--- src/rtl/mac4_seq_accum.sv ---
// ============================================================================
// Module      : mac4_seq_accum
// Description : 4x4 unsigned shift-add multiplier feeding an 8-bit accumulator
//               with a sticky carry-out flag. Define MAC4_SATURATE_EN to make
//               the accumulator saturate at 8'hFF instead of wrapping.
// Revision    : 1.0 - initial release
// ============================================================================
`default_nettype none

module mac4_seq_accum (
    input  logic       clk,
    input  logic       rst,
    input  logic       in_valid,
    output logic       in_ready,
    input  logic [3:0] in_a,
    input  logic [3:0] in_b,
    input  logic       clr_acc,
    output logic [7:0] acc,
    output logic       acc_valid,
    output logic       ovf,
    output logic       busy
);

    typedef enum logic [1:0] {
        S_IDLE = 2'd0,
        S_MUL  = 2'd1,
        S_ACC  = 2'd2
    } state_t;

    localparam logic [1:0] c_LAST_STEP = 2'd3;

    state_t      r_state;
    logic [7:0]  r_mcand;
    logic [3:0]  r_mplier;
    logic [7:0]  r_pp;
    logic [1:0]  r_cnt;
    logic [7:0]  r_acc;
    logic        r_acc_valid;
    logic        r_ovf;

    logic [8:0]  w_sum;
    logic        w_carry;
    logic [7:0]  w_acc_next;

    assign w_sum   = {1'b0, r_acc} + {1'b0, r_pp};
    assign w_carry = w_sum[8];

`ifdef MAC4_SATURATE_EN
    assign w_acc_next = w_carry ? 8'hFF : w_sum[7:0];
`else
    assign w_acc_next = w_sum[7:0];
`endif

    assign in_ready  = (r_state == S_IDLE);
    assign busy      = (r_state != S_IDLE);
    assign acc       = r_acc;
    assign acc_valid = r_acc_valid;
    assign ovf       = r_ovf;

    always_ff @(posedge clk) begin
        if (rst) begin
            r_state     <= S_IDLE;
            r_mcand     <= 8'h00;
            r_mplier    <= 4'h0;
            r_pp        <= 8'h00;
            r_cnt       <= 2'd0;
            r_acc       <= 8'h00;
            r_acc_valid <= 1'b0;
            r_ovf       <= 1'b0;
        end else begin
            r_acc_valid <= 1'b0;

            // A clear outside ACC leaves the operation in flight untouched;
            // the ACC branch below overrides this to load the fresh product.
            if (clr_acc) begin
                r_acc <= 8'h00;
                r_ovf <= 1'b0;
            end

            case (r_state)
                S_IDLE: begin
                    if (in_valid) begin
                        r_mcand  <= {4'h0, in_a};
                        r_mplier <= in_b;
                        r_pp     <= 8'h00;
                        r_cnt    <= 2'd0;
                        r_state  <= S_MUL;
                    end
                end
                S_MUL: begin
                    if (r_mplier[0]) begin
                        r_pp <= r_pp + r_mcand;
                    end
                    r_mcand  <= r_mcand << 1;
                    r_mplier <= r_mplier >> 1;
                    r_cnt    <= r_cnt + 2'd1;
                    if (r_cnt == c_LAST_STEP) begin
                        r_state <= S_ACC;
                    end
                end
                S_ACC: begin
                    r_acc_valid <= 1'b1;
                    r_state     <= S_IDLE;
                    if (clr_acc) begin
                        r_acc <= r_pp;
                    end else begin
                        r_acc <= w_acc_next;
                        if (w_carry) begin
                            r_ovf <= 1'b1;
                        end
                    end
                end
                default: begin
                    r_state <= S_IDLE;
                end
            endcase
        end
    end

endmodule

`default_nettype wire

--- config.mk ---
export PLATFORM = sky130hd
export DESIGN_NAME = mac4_seq_accum
export DESIGN_NICKNAME = d
export VERILOG_FILES = /design/src/rtl/mac4_seq_accum.sv
export SDC_FILE = /design/constraint.sdc
export NUM_CORES = 1
export LEC_CHECK = 0
export ABC_AREA = 1
export CORE_ASPECT_RATIO = 2
export CORE_UTILIZATION = 47
export CTS_CLUSTER_DIAMETER = 80
export CTS_CLUSTER_SIZE = 12
export DETAILED_ROUTE_END_ITERATION = 10
export PLACE_DENSITY_LB_ADDON = 0.15
export SLEW_MARGIN = 20
export SYNTH_ARGS = -nofsm -noshare
export SYNTH_HDL_FRONTEND = slang
export SYNTH_SLANG_ARGS = --single-unit
--- constraint.sdc ---
create_clock -name clk -period 1.95 [get_ports clk]
set_input_delay 0.195 -clock clk [delete_from_list [all_inputs] [get_ports clk]]
set_output_delay 0.195 -clock clk [all_outputs]
set_load 0.03 [all_outputs]
==> results of run 1 <==
[Yosys cell counts (4+ instances only)]
master | instances | area (µm²)
dfxtp_1 | 34 | 681
nand2_1 | 67 | 251
o21ai_0 | 10 | 50.1
a22oi_1 | 5 | 37.5
a21oi_1 | 44 | 220
clkbuf_1 | 4 | 15.0
nand4_1 | 6 | 37.5
nand3_1 | 19 | 95.1
inv_1 | 27 | 101
ha_1 | 16 | 200
nor2_1 | 34 | 128
[layout by cell type (no fill, tap or decap)]
cell type / count
a211oi_1: 2
a21oi_1: 44
a22oi_1: 5
buf_12: 1
buf_4: 4
clkbuf_8: 6
clkdlybuf4s50_1: 23
dfxtp_1: 34
fa_1: 2
ha_1: 16
inv_1: 27
inv_2: 3
nand2_1: 67
nand2_2: 3
nand3_1: 19
nand3b_1: 1
nand4_1: 6
nor2_1: 34
nor2_2: 1
o21a_1: 1
o21ai_0: 10
or2_2: 3
xnor2_1: 2
xor2_1: 2
[layer usage]
layer  part of all wire  global-route usage  vias up
li1                   -                   -     1008
met1               0.36               0.214      869
met2               0.58               0.435       34
met3              0.019              0.0365       16
met4              0.040               0.118        0
met5                  0                   0        -
[power by group through the flow]
stage | registers (µW) | clock network (µW) | logic, µW
finish | 739 | 515 | 205
global route | 743 | 555 | 231
floorplan | 750 | 0 | 134
global placement | 755 | 0 | 204
CTS | 740 | 530 | 208
detailed placement | 755 | 0 | 207
[stage by stage]
step / std cells / util / instance area [µm²]
6_report: 368 / 0.585 / 2390
5_1_grt: 368 / 0.585 / 2390
4_1_cts: 368 / 0.585 / 2390
3_5_place_dp: 362 / 0.564 / 2310
3_3_place_gp: 362 / 0.564 / 2310
2_1_floorplan: 289 / - / 1990
[sequential cells by signal, indices dropped and copies added (netlist names)]
register	flops
ovf	1
r_state	2
r_cnt	2
acc	8
r_mcand	8
acc_valid	1
r_mplier	4
r_pp	8
[worst max-delay path by stage]
stage / slack (ps) / depth (start not counted) / end / start
after CTS: 270 / 9 / acc[4]$_SDFFE_PP0P_ / r_pp[0]$_SDFFE_PP0P_
after detailed placement: 290 / 9 / acc[4]$_SDFFE_PP0P_ / r_pp[0]$_SDFFE_PP0P_
final: 270 / 9 / acc[4]$_SDFFE_PP0P_ / r_pp[0]$_SDFFE_PP0P_
after global placement: 330 / 9 / acc[4]$_SDFFE_PP0P_ / r_pp[0]$_SDFFE_PP0P_
after global routing: 130 / 9 / acc[4]$_SDFFE_PP0P_ / r_pp[0]$_SDFFE_PP0P_
after floorplan: 180 / 9 / acc[4]$_SDFFE_PP0P_ / acc[0]$_SDFFE_PP0P_
[layout make-up]
type / count / area [µm²]
well taps: 52 / 65.1
repair buffers: 28 / 280
flip-flops and latches: 34 / 681
clock buffers: 6 / 82.6
multi-input cells: 218 / 1170
fillers: 393 / 1700
inverters: 30 / 113
[cell families (layout without fill, tap and decap cells)]
family	Yosys count	count (layout)
DFF	34	34
adders and majority gates	18	18
AOI/OAI and AO/OA	62	62
xor gates and xnor gates	4	4
and+or+nand+nor	134	134
buffers and inverters	37	64
[critical path: stages (launching register included)]
cell and delay (ps):
dfxtp_1 370, ha_1 180, inv_1 60, fa_1 400, inv_1 90, nand3_1 70, nand3_1 100, xor2_1 140
o21ai_0 80, a21oi_1 120
==> summary.txt, run 1 <==
Place
  – Count of input and output buffers: 23
  – Routability cong.: 0.858
  – Pre-CTS setup slack: 295 ps
  – Post-DP HPWL: 3610 µm

Logic synthesis
  – Synth Flop Type: dfxtp_1
  – Asr flop ratio synth: 0
  – Main combinational cell family by area after synthesis: simple AND/OR/NAND/NOR gates
  – Cells after Synth: 289
  – Area share of fa/ha/maj cells after synthesis: 0.120
  – Total nets after synthesis: 319
  – Compound-Gate Fraction of Synth Area: 0.166
  – Post-Syn Area per Cell: 6.90 µm²
  – XOR/XNOR share of the synthesized area: 0.0176
  – Cell Area, Synth: 0.00199 mm²
  – Synth unique cells: 23
  – Yosys reg bits: 34
  – Synth warn: 0
  – Seq/Total Area, Yosys: 0.341
  – Post-synth EDFFs: 0
  – Post-synthesis mux area share: 0
  – Simple-gate area share of the yosys netlist: 0.282

Cells and area
  – Share of cells above drive strength 1: 0.0665
  – Final net count: 347
  – Ant diodes: 0
  – Area Overhead vs Synth: 19.8%

Drt
  – Total wire length: 4570 µm
  – DR iter-0 viols: 20
  – Vias: 1927
  – First-pass DRT Iterations: 4
  – Via density: 5.24
  – DRC violations left: 0
  – WL per Instance: 12.4 µm
  – Post-DRT Antenna Nets: 0

Clock network
  – Hold-fix buffers, CTS: 0
  – H-tree levels: 2
  – Postcts setup bufs: 0
  – Skew-Pair Late Insertion Delay: 280 ps
  – Clock Path Buffers: 2
  – Root Buffer: clkbuf_8
  – Post-CTS resize count: 0
  – CTS Buf Count: 5
  – Clk slew on worst S/H paths: 70 ps
  – TritonCTS clock tree: done
  – CTS Sinks: 34

Power and ir drop
  – Switching share of power: 0.262
  – PD cells: 611 mW/mm²
  – Max IR drop VDD: 0.550 mV
  – Static leakage: 0.00111 µW
  – Design Power: 1460 µW
  – Psw: 382 µW
  – Flop pwr share: 0.507
  – Combinational fraction of design power: 0.140
  – Internal cell power: 1080 µW
  – Clock power share: 0.353

Die
  – Die area: 0.00452 mm²
  – DIE HEIGHT: 94.1 µm
  – Initial Util: 0.488
  – Cell Rows: 33
  – Die Wd: 48.1 µm
  – Core area: 0.00409 mm²
  – IO Count: 24

Global route
  – Vias in the first global route: 1806
  – First-pass GRT wire length: 7500 µm
  – Gr usage total: 0.232
  – Remaining Overflow, GRT: 0
  – Initial antenna violation count: 0
  – Pin count of the biggest net entering global routing: 21

Hold path
  – Hold Crit Start: r_mplier[3]$_SDFFE_PP0P_
  – Min-delay worst type: flop to flop
  – Hold Path Depth: 2
  – Hold EP: r_mplier[3]$_SDFFE_PP0P_

STA
  – Actual slew at the worst max-slew pin: 425 ps
  – Setup TNS: 0 ps
  – Hold Vio Cnt, Final: 0
  – Slew Limit Fails: 0
  – Fmax: 597 MHz
  – Slew Limit Headroom: 0.716
  – Crit path time final: 1680 ps
  – Final period utilization: 0.859
  – RSZ-0062 raised after global routing: no
  – Clock Skew: 5.76 ps
  – Worst hold slack: 470 ps
  – Fin worst setup slack: 275 ps
  – Endpoints failing setup: 0

Setup path
  – Internal reg-to-reg setup slack: 270 ps
  – Max FO, Critical Path: 4
  – CP Class: flop to flop
  – Critical path required time: 2170 ps
  – CP Capture Type: flop
  – Worst Path Arrival: 1890 ps
  – Worst Setup Start Kind: flop
  – Reg-to-Reg End: acc[4]$_SDFFE_PP0P_
  – Worst r2r path cells: 9
  – Reg-to-Reg Start: r_pp[0]$_SDFFE_PP0P_

Run
  – # Max-Cap Violations: 0

Status
  – Status: complete, no violations
Power figures use the tool's default switching activity.
==> inputs of run 2 (changes only) <==
--- a/config.mk
+++ b/config.mk
@@ -7,6 +7,7 @@
 export LEC_CHECK = 0
 export ABC_AREA = 1
 export CORE_ASPECT_RATIO = 2
+export CORE_MARGIN = 10
 export CORE_UTILIZATION = 47
 export CTS_CLUSTER_DIAMETER = 80
 export CTS_CLUSTER_SIZE = 12
==> summary.txt, run 2 (synthesized netlist as in run 1, its figures left out) <==
Clock network
  – Postcts setup bufs: 0 (unchanged)
  – Clk slew on worst S/H paths: 70 ps (about the same)
  – Post-CTS resize count: 0 (unchanged)
  – CTS Buf Count: 5 (unchanged)
  – Skew-Pair Late Insertion Delay: 290 ps (about the same)
  – H-tree levels: 2 (unchanged)
  – Hold-fix buffers, CTS: 0 (unchanged)
  – Clock Path Buffers: 2 (unchanged)
  – Root Buffer: clkbuf_8
  – TritonCTS clock tree: done
  – CTS Sinks: 34 (unchanged)

Drt
  – Total wire length: 4840 µm (+5.9%)
  – Post-DRT Antenna Nets: 0 (unchanged)
  – Vias: 1941 (+0.73%)
  – Via density: 5.26 (+0.45%)
  – WL per Instance: 13.1 µm (+5.6%)
  – First-pass DRT Iterations: 4 (unchanged)
  – DR iter-0 viols: 89 (+350%)
  – DRC violations left: 0 (unchanged)

Die
  – DIE HEIGHT: 112 µm (+19%)
  – Initial Util: 0.488 (unchanged)
  – Die area: 0.00741 mm² (+64%)
  – IO Count: 24 (unchanged)
  – Die Wd: 66.1 µm (+37%)
  – Cell Rows: 33 (unchanged)
  – Core area: 0.00409 mm² (unchanged)

Power and ir drop
  – Max IR drop VDD: 0.539 mV (-1.9%)
  – Static leakage: 0.00110 µW (-0.86%)
  – PD cells: 604 mW/mm² (-0.99%)

Cells and area
  – Fillers: 407 (+3.6%)
  – Commonest non-fill, non-tap cells in the layout: nand2_1 (67), a21oi_1 (44), nor2_1 (34), dfxtp_1 (34), inv_1 (27)
  – Most common cell after layout, fill and taps aside: nand2_1
  – Final net count: 347 (unchanged)
  – Share of cells above drive strength 1: 0.0631 (-0.00336)
  – Final core utilization: 0.580 (-0.00459)
  – Area Overhead vs Synth: 18.9%
  – Ant diodes: 0 (unchanged)

STA
  – Hold Vio Cnt, Final: 0 (unchanged)
  – Slew Limit Headroom: 0.733 (+0.0167)
  – Endpoints failing setup: 0 (unchanged)
  – Setup TNS: 0 ps (unchanged)
  – Actual slew at the worst max-slew pin: 400 ps (-25.0 ps)
  – Slew Limit Fails: 0 (unchanged)
  – Final period utilization: 0.877 (+0.0178)
  – RSZ-0062 raised after global routing: no
  – Clock Skew: 7.45 ps (+1.69 ps)
  – Fmax: 585 MHz (-2.0%)
  – Crit path time final: 1710 ps (+34.7 ps)

Hold path
  – Min-delay worst type: flop to flop
  – Hold Crit Start: r_mplier[3]$_SDFFE_PP0P_

Setup path
  – Worst Setup Start Kind: flop
  – Critical path required time: 2180 ps (about the same)
  – CP Class: flop to flop
  – Crit path launch: r_pp[0]$_SDFFE_PP0P_
  – Reg-to-Reg Start: r_pp[0]$_SDFFE_PP0P_
  – Worst Path Arrival: 1940 ps (+50 ps)
  – Max FO, Critical Path: 4 (unchanged)
  – CP Capture Type: flop

Place
  – Count of input and output buffers: 23 (unchanged)
  – Post-DP HPWL: 3850 µm (+6.7%)
  – Routability cong.: 0.821 (-4.3%)

Global route
  – Pin count of the biggest net entering global routing: 20 (-4.8%)
  – Remaining Overflow, GRT: 0 (unchanged)
  – Vias in the first global route: 1938 (+7.3%)
  – Initial antenna violation count: 0 (unchanged)
  – Gr usage total: 0.144 (-0.0872)
  – First-pass GRT wire length: 8540 µm (+14%)

Run
  – # Max-Cap Violations: 0 (unchanged)

Status
  – Status: complete, no violations
run 2: metal layers:
| metal | GRT usage | part of all wire | vias to the layer above |
|---|---|---|---|
| met3 | 0.0299 | 0.032 | 15 |
| met5 | 0 | 0 | - |
| met1 | 0.130 | 0.37 | 880 |
| li1 | - | - | 1013 |
| met4 | 0.0872 | 0.033 | 0 |
| met2 | 0.274 | 0.57 | 33 |
run 2: worst max-delay path, cell delays in order, from the launching register on:
cell	delay, ps
dfxtp_1	370
ha_1	180
inv_1	60
fa_1	400
inv_1	90
nand3_1	70
nand3_1	120
xor2_1	150
o21ai_0	90
a21oi_1	120
run 2: cell type report:
class	count	area, µm²	area share
clock buffers	7	76.3	0.0322
inverters	30	113	0.0475
multi-input cells	218	1170	0.493
flip-flops and latches	34	681	0.287
well taps	52	65.1	0.0274
repair buffers	28	268	0.113
run 2: final timing paths:
path                                                 end  slack, ps  depth (start not counted)
worst min-delay path            r_mplier[3]$_SDFFE_PP0P_        470                          2
worst max register to register       acc[4]$_SDFFE_PP0P_        240                          9
worst min register to register  r_mplier[3]$_SDFFE_PP0P_        470                          2
worst max-delay path                 acc[4]$_SDFFE_PP0P_        240                          9
run 2: through the flow:
step | instances | setup WS, ps | power (µW) | hold slack [ps] | area [µm²]
after global placement | 362 | 334 | 953 | 453 | 2290
after global routing | 369 | 80.6 | 1500 | 499 | 2370
after detailed placement | 362 | 271 | 955 | 462 | 2290
after floorplan | 289 | 176 | 884 | 342 | 1990
final | 369 | 240 | 1430 | 467 | 2370
after CTS | 369 | 250 | 1450 | 472 | 2370
run 2: report_power, final:
group	switching, µW	internal [µW]
clock	250	246
sequential	22.4	718
combinational	117	80.6
total	389	1040
